--- src/rtl/pipe_fetch_stage.sv ---
// pipe_fetch_stage -- instruction-fetch front end of the pipelined CPU.
//
// Owns the fetch PC and runs a req/ack handshake with instruction memory.
// Memory may insert any number of wait states. A one-entry skid buffer
// catches a response that lands while decode is stalling, so an accepted
// memory transaction is never lost. Redirects from later stages flush the
// IF/ID slot and the skid buffer. If a request is still outstanding when a
// redirect arrives, that request is allowed to finish (DROP state) before
// fetching resumes at the target.
//
// Optional feature: define FETCH_PERF_EN to add the fetch_cnt_o/drop_cnt_o
// performance counters.
//
// Ports:
//   clk_i, rst_i          clock, asynchronous active-low reset
//   stall_i               decode cannot accept (only meaningful when valid_o=1)
//   redirect_i/_pc_i      flush and refetch from target (bits [1:0] ignored)
//   imem_req_o/_addr_o    fetch request and byte address (held until ack)
//   imem_ack_i/_data_i    memory response, data valid with ack
//   instr_o, pc_o,
//   pc_plus4_o, valid_o   IF/ID boundary
//   pc_out_o              current fetch PC
//   fetch_cnt_o           instructions loaded into the slot   (FETCH_PERF_EN)
//   drop_cnt_o            responses discarded by a redirect   (FETCH_PERF_EN)
module pipe_fetch_stage #(
  parameter logic [31:0] PC_RESET = 32'h0000_0000
) (
  input  logic        clk_i,
  input  logic        rst_i,
  input  logic        stall_i,
  input  logic        redirect_i,
  input  logic [31:0] redirect_pc_i,
  output logic        imem_req_o,
  output logic [31:0] imem_addr_o,
  input  logic        imem_ack_i,
  input  logic [31:0] imem_data_i,
  output logic [31:0] instr_o,
  output logic [31:0] pc_o,
  output logic [31:0] pc_plus4_o,
  output logic        valid_o,
`ifdef FETCH_PERF_EN
  output logic [31:0] fetch_cnt_o,
  output logic [31:0] drop_cnt_o,
`endif
  output logic [31:0] pc_out_o
);

  typedef enum logic [1:0] {S_IDLE, S_REQ, S_WAIT, S_DROP} state_e;

  state_e      state_q, state_d;
  logic [31:0] pc_q, pc_d;
  logic [31:0] tgt_q, tgt_d;
  logic [31:0] instr_q, instr_d;
  logic [31:0] slot_pc_q, slot_pc_d;
  logic [31:0] slot_pc4_q, slot_pc4_d;
  logic        valid_q, valid_d;
  logic [31:0] skid_instr_q, skid_instr_d;
  logic [31:0] skid_pc_q, skid_pc_d;

  logic        slot_free;
  logic        load_slot;
  logic        slot_from_skid;
  logic [31:0] tgt_in;
  logic [31:0] pc_inc;

  assign slot_free = !valid_q || !stall_i;
  assign tgt_in    = redirect_pc_i & 32'hFFFF_FFFC;
  assign pc_inc    = pc_q + 32'd4;

  always_comb begin
    state_d        = state_q;
    pc_d           = pc_q;
    tgt_d          = tgt_q;
    instr_d        = instr_q;
    slot_pc_d      = slot_pc_q;
    slot_pc4_d     = slot_pc4_q;
    // The held instruction is consumed whenever decode is not stalling.
    valid_d        = valid_q & stall_i;
    skid_instr_d   = skid_instr_q;
    skid_pc_d      = skid_pc_q;
    load_slot      = 1'b0;
    slot_from_skid = 1'b0;

    case (state_q)
      S_IDLE: begin
        if (redirect_i) pc_d = tgt_in;
        state_d = S_REQ;
      end
      S_REQ: begin
        if (redirect_i) begin
          if (imem_ack_i) begin
            pc_d = tgt_in;
          end else begin
            // Address must stay put until ack; remember where to go next.
            tgt_d   = tgt_in;
            state_d = S_DROP;
          end
        end else if (imem_ack_i) begin
          pc_d = pc_inc;
          if (slot_free) begin
            load_slot = 1'b1;
          end else begin
            skid_instr_d = imem_data_i;
            skid_pc_d    = pc_q;
            state_d      = S_WAIT;
          end
        end
      end
      S_WAIT: begin
        if (redirect_i) begin
          pc_d    = tgt_in;
          state_d = S_REQ;
        end else if (!stall_i) begin
          load_slot      = 1'b1;
          slot_from_skid = 1'b1;
          state_d        = S_REQ;
        end
      end
      S_DROP: begin
        if (imem_ack_i) begin
          // A redirect arriving together with the ack supersedes tgt_q.
          pc_d    = redirect_i ? tgt_in : tgt_q;
          state_d = S_REQ;
        end else if (redirect_i) begin
          tgt_d = tgt_in;
        end
      end
      default: state_d = S_IDLE;
    endcase

    if (load_slot) begin
      valid_d = 1'b1;
      if (slot_from_skid) begin
        instr_d    = skid_instr_q;
        slot_pc_d  = skid_pc_q;
        slot_pc4_d = skid_pc_q + 32'd4;
      end else begin
        instr_d    = imem_data_i;
        slot_pc_d  = pc_q;
        slot_pc4_d = pc_inc;
      end
    end

    if (redirect_i) begin
      valid_d      = 1'b0;
      skid_instr_d = 32'h0;
      skid_pc_d    = 32'h0;
    end
  end

  always_ff @(posedge clk_i or negedge rst_i) begin
    if (!rst_i) begin
      state_q      <= S_IDLE;
      pc_q         <= PC_RESET;
      tgt_q        <= 32'h0;
      instr_q      <= 32'h0;
      slot_pc_q    <= 32'h0;
      slot_pc4_q   <= 32'h0;
      valid_q      <= 1'b0;
      skid_instr_q <= 32'h0;
      skid_pc_q    <= 32'h0;
    end else begin
      state_q      <= state_d;
      pc_q         <= pc_d;
      tgt_q        <= tgt_d;
      instr_q      <= instr_d;
      slot_pc_q    <= slot_pc_d;
      slot_pc4_q   <= slot_pc4_d;
      valid_q      <= valid_d;
      skid_instr_q <= skid_instr_d;
      skid_pc_q    <= skid_pc_d;
    end
  end

`ifdef FETCH_PERF_EN
  logic [31:0] fetch_cnt_q;
  logic [31:0] drop_cnt_q;
  logic        drop_evt;

  // Any ack in DROP is a discarded response, as is an ack in REQ that
  // coincides with a redirect.
  assign drop_evt = imem_ack_i &&
                    ((state_q == S_DROP) || ((state_q == S_REQ) && redirect_i));

  always_ff @(posedge clk_i or negedge rst_i) begin
    if (!rst_i) begin
      fetch_cnt_q <= 32'h0;
      drop_cnt_q  <= 32'h0;
    end else begin
      if (load_slot) fetch_cnt_q <= fetch_cnt_q + 32'd1;
      if (drop_evt)  drop_cnt_q  <= drop_cnt_q + 32'd1;
    end
  end

  assign fetch_cnt_o = fetch_cnt_q;
  assign drop_cnt_o  = drop_cnt_q;
`endif

  assign imem_req_o  = (state_q == S_REQ) || (state_q == S_DROP);
  assign imem_addr_o = pc_q;
  assign instr_o     = instr_q;
  assign pc_o        = slot_pc_q;
  assign pc_plus4_o  = slot_pc4_q;
  assign valid_o     = valid_q;
  assign pc_out_o    = pc_q;

endmodule
--- config.mk ---
export PLATFORM = sky130hd
export DESIGN_NAME = pipe_fetch_stage
export DESIGN_NICKNAME = d
export VERILOG_FILES = /design/src/rtl/pipe_fetch_stage.sv
export SDC_FILE = /design/constraint.sdc
export NUM_CORES = 1
export LEC_CHECK = 0
export ABC_AREA = 1
export CAP_MARGIN = 10
export CORE_ASPECT_RATIO = 0.8
export CORE_MARGIN = 1.5
export CORE_UTILIZATION = 35
export CTS_CLUSTER_SIZE = 12
export DETAILED_ROUTE_END_ITERATION = 6
export SETUP_SLACK_MARGIN = 0.3
export SLEW_MARGIN = 40
export SYNTH_ARGS = -nofsm -noshare
export SYNTH_HDL_FRONTEND = slang
export SYNTH_SLANG_ARGS = --single-unit
--- constraint.sdc ---
create_clock -name clk_i -period 2.1 [get_ports clk_i]
set_input_delay 0.315 -clock clk_i [delete_from_list [all_inputs] [get_ports clk_i]]
set_output_delay 0.315 -clock clk_i [all_outputs]
set_load 0.1 [all_outputs]
==> results of run 1 <==
-- synth_stat cells, drive strengths merged --
master,n
nand2,565
dfrtp,225
nor2,176
inv,150
nand3,123
o21ai,99
buf,81
a31oi,78
clkbuf,39
a21oi,37
o22ai,28
xor2,26
o211ai,11
a22oi,9
mux2,8
nor3,8
ha,6
nand4,3
a221oi,2
and3,2
o2111ai,1
o31ai,1
or2,1
-- metrics by stage --
step | hold slack, ns | std cells | util, % | setup WS (ns)
2_1_floorplan | 0.01941 | 1679 | - | 0.3050
3_3_place_gp | 0.3070 | 2322 | 43.14 | 0.04820
3_5_place_dp | 0.3042 | 2322 | 43.14 | -0.005251
4_1_cts | 0.3381 | 2395 | 47.01 | 0.2544
5_1_grt | 0.3654 | 2453 | 51.35 | 0.1819
6_report | 0.3184 | 2453 | 51.35 | 0.2424
-- final timing paths --
kind                                             start                          to  slack [ns]
worst max register to register  state_q[1]$_DFFE_PN0P_     instr_o[25]$_DFFE_PN0P_        0.26
min in group clk_i                      imem_data_i[2]      instr_o[2]$_DFFE_PN0P_        0.37
max in group asynchronous                        rst_i     instr_o[13]$_DFFE_PN0P_        1.04
worst min-delay path                             rst_i  imem_addr_o[2]$_DFFE_PN0P_        0.32
worst max-delay path            state_q[1]$_DFFE_PN0P_                  imem_req_o        0.24
worst min register to register    tgt_q[1]$_DFFE_PN0P_        tgt_q[1]$_DFFE_PN0P_        0.47
-- kinds of logic (layout without fill, tap and decap cells) --
family / after synthesis / in the layout
AO/OA/AOI/OAI: 266 / 266
XOR/XNOR: 26 / 26
adder cells (fa/ha/maj): 6 / 6
buffers and inverters: 270 / 572
flip-flops: 225 / 225
multiplexers: 8 / 8
AND/OR/NAND/NOR: 878 / 878
-- sequential cells by signal (all words and copies together) (netlist names) --
register,count
imem_addr_o,32
instr_o,32
pc_o,32
skid_instr_q,32
skid_pc_q,32
tgt_q,32
pc_plus4_o,30
state_q,2
valid_o,1
-- timing repair --
| action | CTS | global route |
|---|---|---|
| gates resized for setup | 35 | 166 |
| setup endpoints to repair | 122 | 166 |
| setup buffers | 18 | 38 |
| hold endpoints to repair | 54 | 0 |
| pin swaps | 4 | 50 |
| hold buffers | 1 | 0 |
| cloned | 6 | 20 |
-- area by class of cell --
class | count | area share (%)
well taps | 472 | 3.319
flip-flops and latches | 225 | 31.95
inverters | 150 | 3.453
multi-input cells | 1184 | 34.64
clock inverters | 8 | 0.7524
repair inverters | 2 | 0.1828
repair buffers | 372 | 21.36
clock buffers | 40 | 4.346
-- per-layer routing --
| layer | vias to the layer above | share of wire, % |
|---|---|---|
| li1 | 5973 | - |
| met1 | 6244 | 44 |
| met2 | 515 | 46 |
| met3 | 79 | 7.2 |
| met4 | 0 | 2.4 |
| met5 | - | 0 |
-- worst register-to-register path, cell delays in order (launching register included) --
cell and delay (ns):
dfrtp_2 0.46, inv_2 0.09, ha_4 0.18, nand2_2 0.08, inv_2 0.07, nand3_2 0.08, nand2_4 0.11, nand2_8 0.14
clkinv_16 0.14, buf_12 0.14, clkbuf_16 0.16, a31oi_2 0.08
==> reports/metrics.cfg, run 1 <==
[outcome]
run_status=completed

[synthesis]
yosys_warnings=0
ys_types=33
yosys.area.top_type=dfrtp_1
synth_mux_area_share_pct=0.7324
yosysTopAreaCellShare_pct=45.77
syn_area_um2=12300
synth_adder_area_share_pct=0.6103
netlist_top_cells_area=dfrtp_1 46%, nand2_1 17%, nor2_1 5.1%, nand3_1 5.0%, inv_1 4.5%
yosysSeqAreaShare_pct=45.77
synth.net_count=1754
synth-xor-area-share_pct=1.851
synth_top_family_by_area=simple AND/OR/NAND/NOR gates
synth_area_per_cell_um2=7.326
synth_seq_cells=225
yosys.area_share.simple_pct=28.75
postSynthCellCount=1679
synth_compound_area_share_pct=12.45

[worst_setup_path]
crit_path_end_kind=output port
path_max_fanout=4
start_kind=flop
slowest_delay_ns=0.46
critPathTopFamily=flip-flops
cp_slowest_cell=dfrtp_2
worst_ep_arrival_time_ns=1.54
crit_chain=inv_2 -> ha_4 -> inv_8 -> nand2_8 -> buf_12
worstPathRequired_ns=1.78
path_buf_inv=3
cp.depth=5
critPathKind=flop to output port
reg2reg_depth=11

[sta]
drv_slew=0
post-route-period-util_pct=88.46
finalHoldViolCount=0
rsz0062_at_grt=true
finalSetupTns_ns=0
max_freq_ghz=0.5383
fin_crit_ns=1.858
worstMarginPinSlew_ns=0.5673
setup_viol=0
relSlewSlack_pct=62.18
finalClockSkew_ns=0.009706

[layout]
regArea_um2=5685
antenna_cells=0
final_common_cell=nand2_1
nets=2036
layout_common_cells=538 x nand2_1, 238 x buf_4, 189 x dfrtp_1
stdcell_area_um2=17790
nFillCells=3360
syn2layout_area_growth_pct=44.65
layout-drive-gt1-share_pct=26.30
multi_input_area_um2=6163

[cts]
htree_levels=1
clkSlewWorstSetupHoldPaths_ns=0.06
clock_path_buffers=3
cts_sinks=225
clk_latency_ns=0.55
cts_buffers=26
root_buffer=clkbuf_16
cts_tree=built

[global_routing]
grt.overflow.total=0
met2_usage_pct=37.89
grtUsageTotal_pct=23.88
grt_max_degree=67
grt_use_met3_pct=3.855
busiest_layer=met2
antenna_found_initial=0
grtUsageMet1_pct=33.78
grt_pass1_vias=11539
grt_pass1_wl_um=67070

[detailed_routing]
drt_iter0_markers=1370
vias=12811
wl_um=47250
first_pass_iters=6
ant_nets=0
vias_per_cell=5.223
wire_per_inst_um=19.26
drc=0

[min_path]
hold_path_class=input pin to asynchronous set/reset pin

[job]
max_cap_viol_count=0

[die]
rows=61
die_x_um=212.6
die_y_um=170.7
design.core.area_um2=34650
io_pins=231
start_util_pct=35.50
dieArea_um2=36280

[place]
portBuffers=228
dp_hpwl_um=30490
gp_congestion=0.9242
placed_area_um2=14950

Power of run 1 is left out: the tool's default activity adds up to more than one toggle a clock period on the data nets, which glitch-free logic cannot reach.
==> run 2: changes to the inputs <==
- CORE_MARGIN: 1.5 -> 3
==> run 2 against run 1 <==
Net effect: clock skew rose by 0.0016 ns; flip-flop and latch count is the same; critical path depth stayed put; cell count shrank 0.49%; fmax decreased by 2.5%; critical endpoint unchanged; hold slack lost 0.041 ns; first-iteration DRC count down 0.44%; sequential share of layout area grew 0.90 points; wire length down 1.5%; largest cell class unchanged; design area fell by 2.8%; worst setup slack got worse by 0.047 ns; via count decreased by 0.59%.
==> reports/metrics.cfg, run 2 (synthesis results as in run 1) <==
[die]
io_pins=231  ; unchanged
dieArea_um2=37440  ; was 36280 um2
die_x_um=215.6  ; was 212.6 um
rows=60  ; was 61
start_util_pct=36.01  ; was 35.50%
design.core.area_um2=34160  ; was 34650 um2
die_y_um=173.7  ; was 170.7 um

[worst_setup_path]
cp_slowest_cell=dfrtp_1  ; was dfrtp_2
path_max_fanout=4  ; unchanged
crit_chain=buf_6 -> ha_4 -> inv_8 -> nand2_8 -> buf_12  ; was inv_2 -> ha_4 -> inv_8 -> nand2_8 -> buf_12
worst_r2r_startpoint=state_q[0]$_DFFE_PN0P_  ; was state_q[1]$_DFFE_PN0P_
start_kind=flop  ; unchanged
ff2ff_setup_slack_ns=0.21  ; was 0.26 ns
slowest_delay_ns=0.43  ; was 0.46 ns
worstPathRequired_ns=1.78  ; about the same
crit_path_end_kind=output port  ; unchanged
path_buf_inv=3  ; unchanged
reg2reg_depth=11  ; unchanged
r2r-end=pc_plus4_o[10]$_DFFE_PN0P_  ; was instr_o[25]$_DFFE_PN0P_
critPathTopFamily=flip-flops  ; unchanged
critPathKind=flop to output port  ; unchanged
worst_ep_arrival_time_ns=1.59  ; was 1.54 ns

[layout]
antenna_cells=0  ; unchanged
regArea_um2=5682  ; was 5685 um2
layout_common_cells=544 x nand2_1, 248 x buf_4, 192 x dfrtp_1  ; was 538 x nand2_1, 238 x buf_4, 189 x dfrtp_1
layout-drive-gt1-share_pct=24.39  ; was 26.30%
nFillCells=3269  ; was 3360
nets=2031  ; was 2036
syn2layout_area_growth_pct=40.62  ; was 44.65%
final_common_cell=nand2_1  ; unchanged
fin_cells=2441  ; was 2453
multi_input_area_um2=5952  ; was 6163 um2

[sta]
worstMarginPinSlew_ns=0.4458  ; was 0.5673 ns
finalHoldViolCount=0  ; unchanged
drv_slew=0  ; unchanged
fin_crit_ns=1.905  ; was 1.858 ns
rsz0062_at_grt=true  ; unchanged
relSlewSlack_pct=70.05  ; was 62.18%
finalClockSkew_ns=0.01133  ; was 0.009706 ns
max_freq_ghz=0.5250  ; was 0.5383 GHz
setup_viol=0  ; unchanged
post-route-period-util_pct=90.71  ; was 88.46%

[detailed_routing]
wl_um=46530  ; was 47250 um
vias=12736  ; was 12811
drt_iter0_markers=1364  ; was 1370
vias_per_cell=5.218  ; was 5.223
drc=0  ; unchanged
ant_nets=0  ; unchanged
first_pass_iters=6  ; unchanged
wire_per_inst_um=19.06  ; was 19.26 um

[min_path]
hold_path_class=input pin to asynchronous set/reset pin  ; unchanged

[place]
gp_congestion=0.9636  ; was 0.9242
dp_hpwl_um=30310  ; was 30490 um
portBuffers=228  ; unchanged
dp.cells=2308  ; was 2322

[global_routing]
grtUsageTotal_pct=22.59  ; was 23.88%
antenna_found_initial=0  ; unchanged
grt_pass1_vias=11866  ; was 11539
grt_pass1_wl_um=67940  ; was 67070 um
grt.overflow.total=0  ; unchanged
grt_max_degree=62  ; was 67

[cts]
cts_tree=built  ; unchanged
clkSlewWorstSetupHoldPaths_ns=0.07  ; was 0.06 ns
cts_buffers=26  ; unchanged
clock_path_buffers=3  ; unchanged
root_buffer=clkbuf_16  ; unchanged
htree_levels=1  ; unchanged
cts_sinks=225  ; unchanged
clk_latency_ns=0.54  ; was 0.55 ns

[outcome]
run_status=completed  ; unchanged

[job]
max_cap_viol_count=0  ; unchanged

-- run 2: routing by layer --
| metal | GRT usage, % | vias up | routed length, um | part of all wire (%) |
|---|---|---|---|---|
| li1 | - | 5954 | - | - |
| met1 | 31.75 | 6194 | 20640 | 44 |
| met2 | 35.88 | 512 | 21190 | 46 |
| met3 | 4.381 | 76 | 3607 | 7.8 |
| met4 | 5.808 | 0 | 1100 | 2.4 |
| met5 | 0 | - | 0 | 0 |
-- run 2: cell type report --
type,instances,area share (%)
clock inverter,11,0.7668
clock buffer,37,4.297
sequential,225,32.85
timing repair buffer,366,20.61
timing repair inverter,3,0.1736
inverter,150,3.530
multi-input combinational,1184,34.41
tap,465,3.364
-- run 2: worst max-delay path by stage --
stage,slack [ns],depth (start not counted),startpoint,endpoint
2_1_floorplan,0.31,9,state_q[0]$_DFFE_PN0P_,tgt_q[15]$_DFFE_PN0P_
3_3_place_gp,0.07,9,redirect_i,instr_o[13]$_DFFE_PN0P_
3_5_place_dp,-0.003,9,redirect_i,pc_o[27]$_DFFE_PN0P_
4_1_cts,0.20,5,state_q[0]$_DFFE_PN0P_,imem_req_o
5_1_grt,0.14,12,state_q[0]$_DFFE_PN0P_,pc_o[12]$_DFFE_PN0P_
6_report,0.20,5,state_q[0]$_DFFE_PN0P_,imem_req_o
-- run 2: per-stage QoR --
stage / cell area (um2) / hold WS [ns] / TNS (ns) / util (%) / setup WS, ns
floorplan: 12400 / 0.01941 / 0 / - / 0.3050
detailed placement: 14890 / 0.2337 / -0.003997 / 43.58 / -0.002594
global placement: 14890 / 0.2324 / 0 / 43.58 / 0.06673
finish: 17300 / 0.2771 / 0 / 50.64 / 0.1951
CTS: 16080 / 0.2716 / 0 / 47.06 / 0.2042
global route: 17300 / 0.2862 / 0 / 50.64 / 0.1443
-- run 2: worst register-to-register path: stages (launching register included) --
cell and delay (ns):
dfrtp_1 0.43, buf_6 0.14, ha_4 0.18, nand2_1 0.10, inv_2 0.05, nand3_2 0.07
nand2_4 0.07, nand2_8 0.14, clkinv_16 0.12, buf_12 0.16, clkbuf_16 0.18, a31oi_4 0.18
-- run 2: timing repair --
| action | in CTS | in global routing |
|---|---|---|
| setup endpoints to repair | 135 | 165 |
| endpoints found under the hold margin | 34 | 0 |
| pin swaps | 4 | 24 |
| gates resized for setup | 24 | 109 |
| hold buffers | 1 | 0 |
| setup buffers | 16 | 51 |
| gates cloned | 3 | 14 |
Power of run 2 is left out for the same reason.
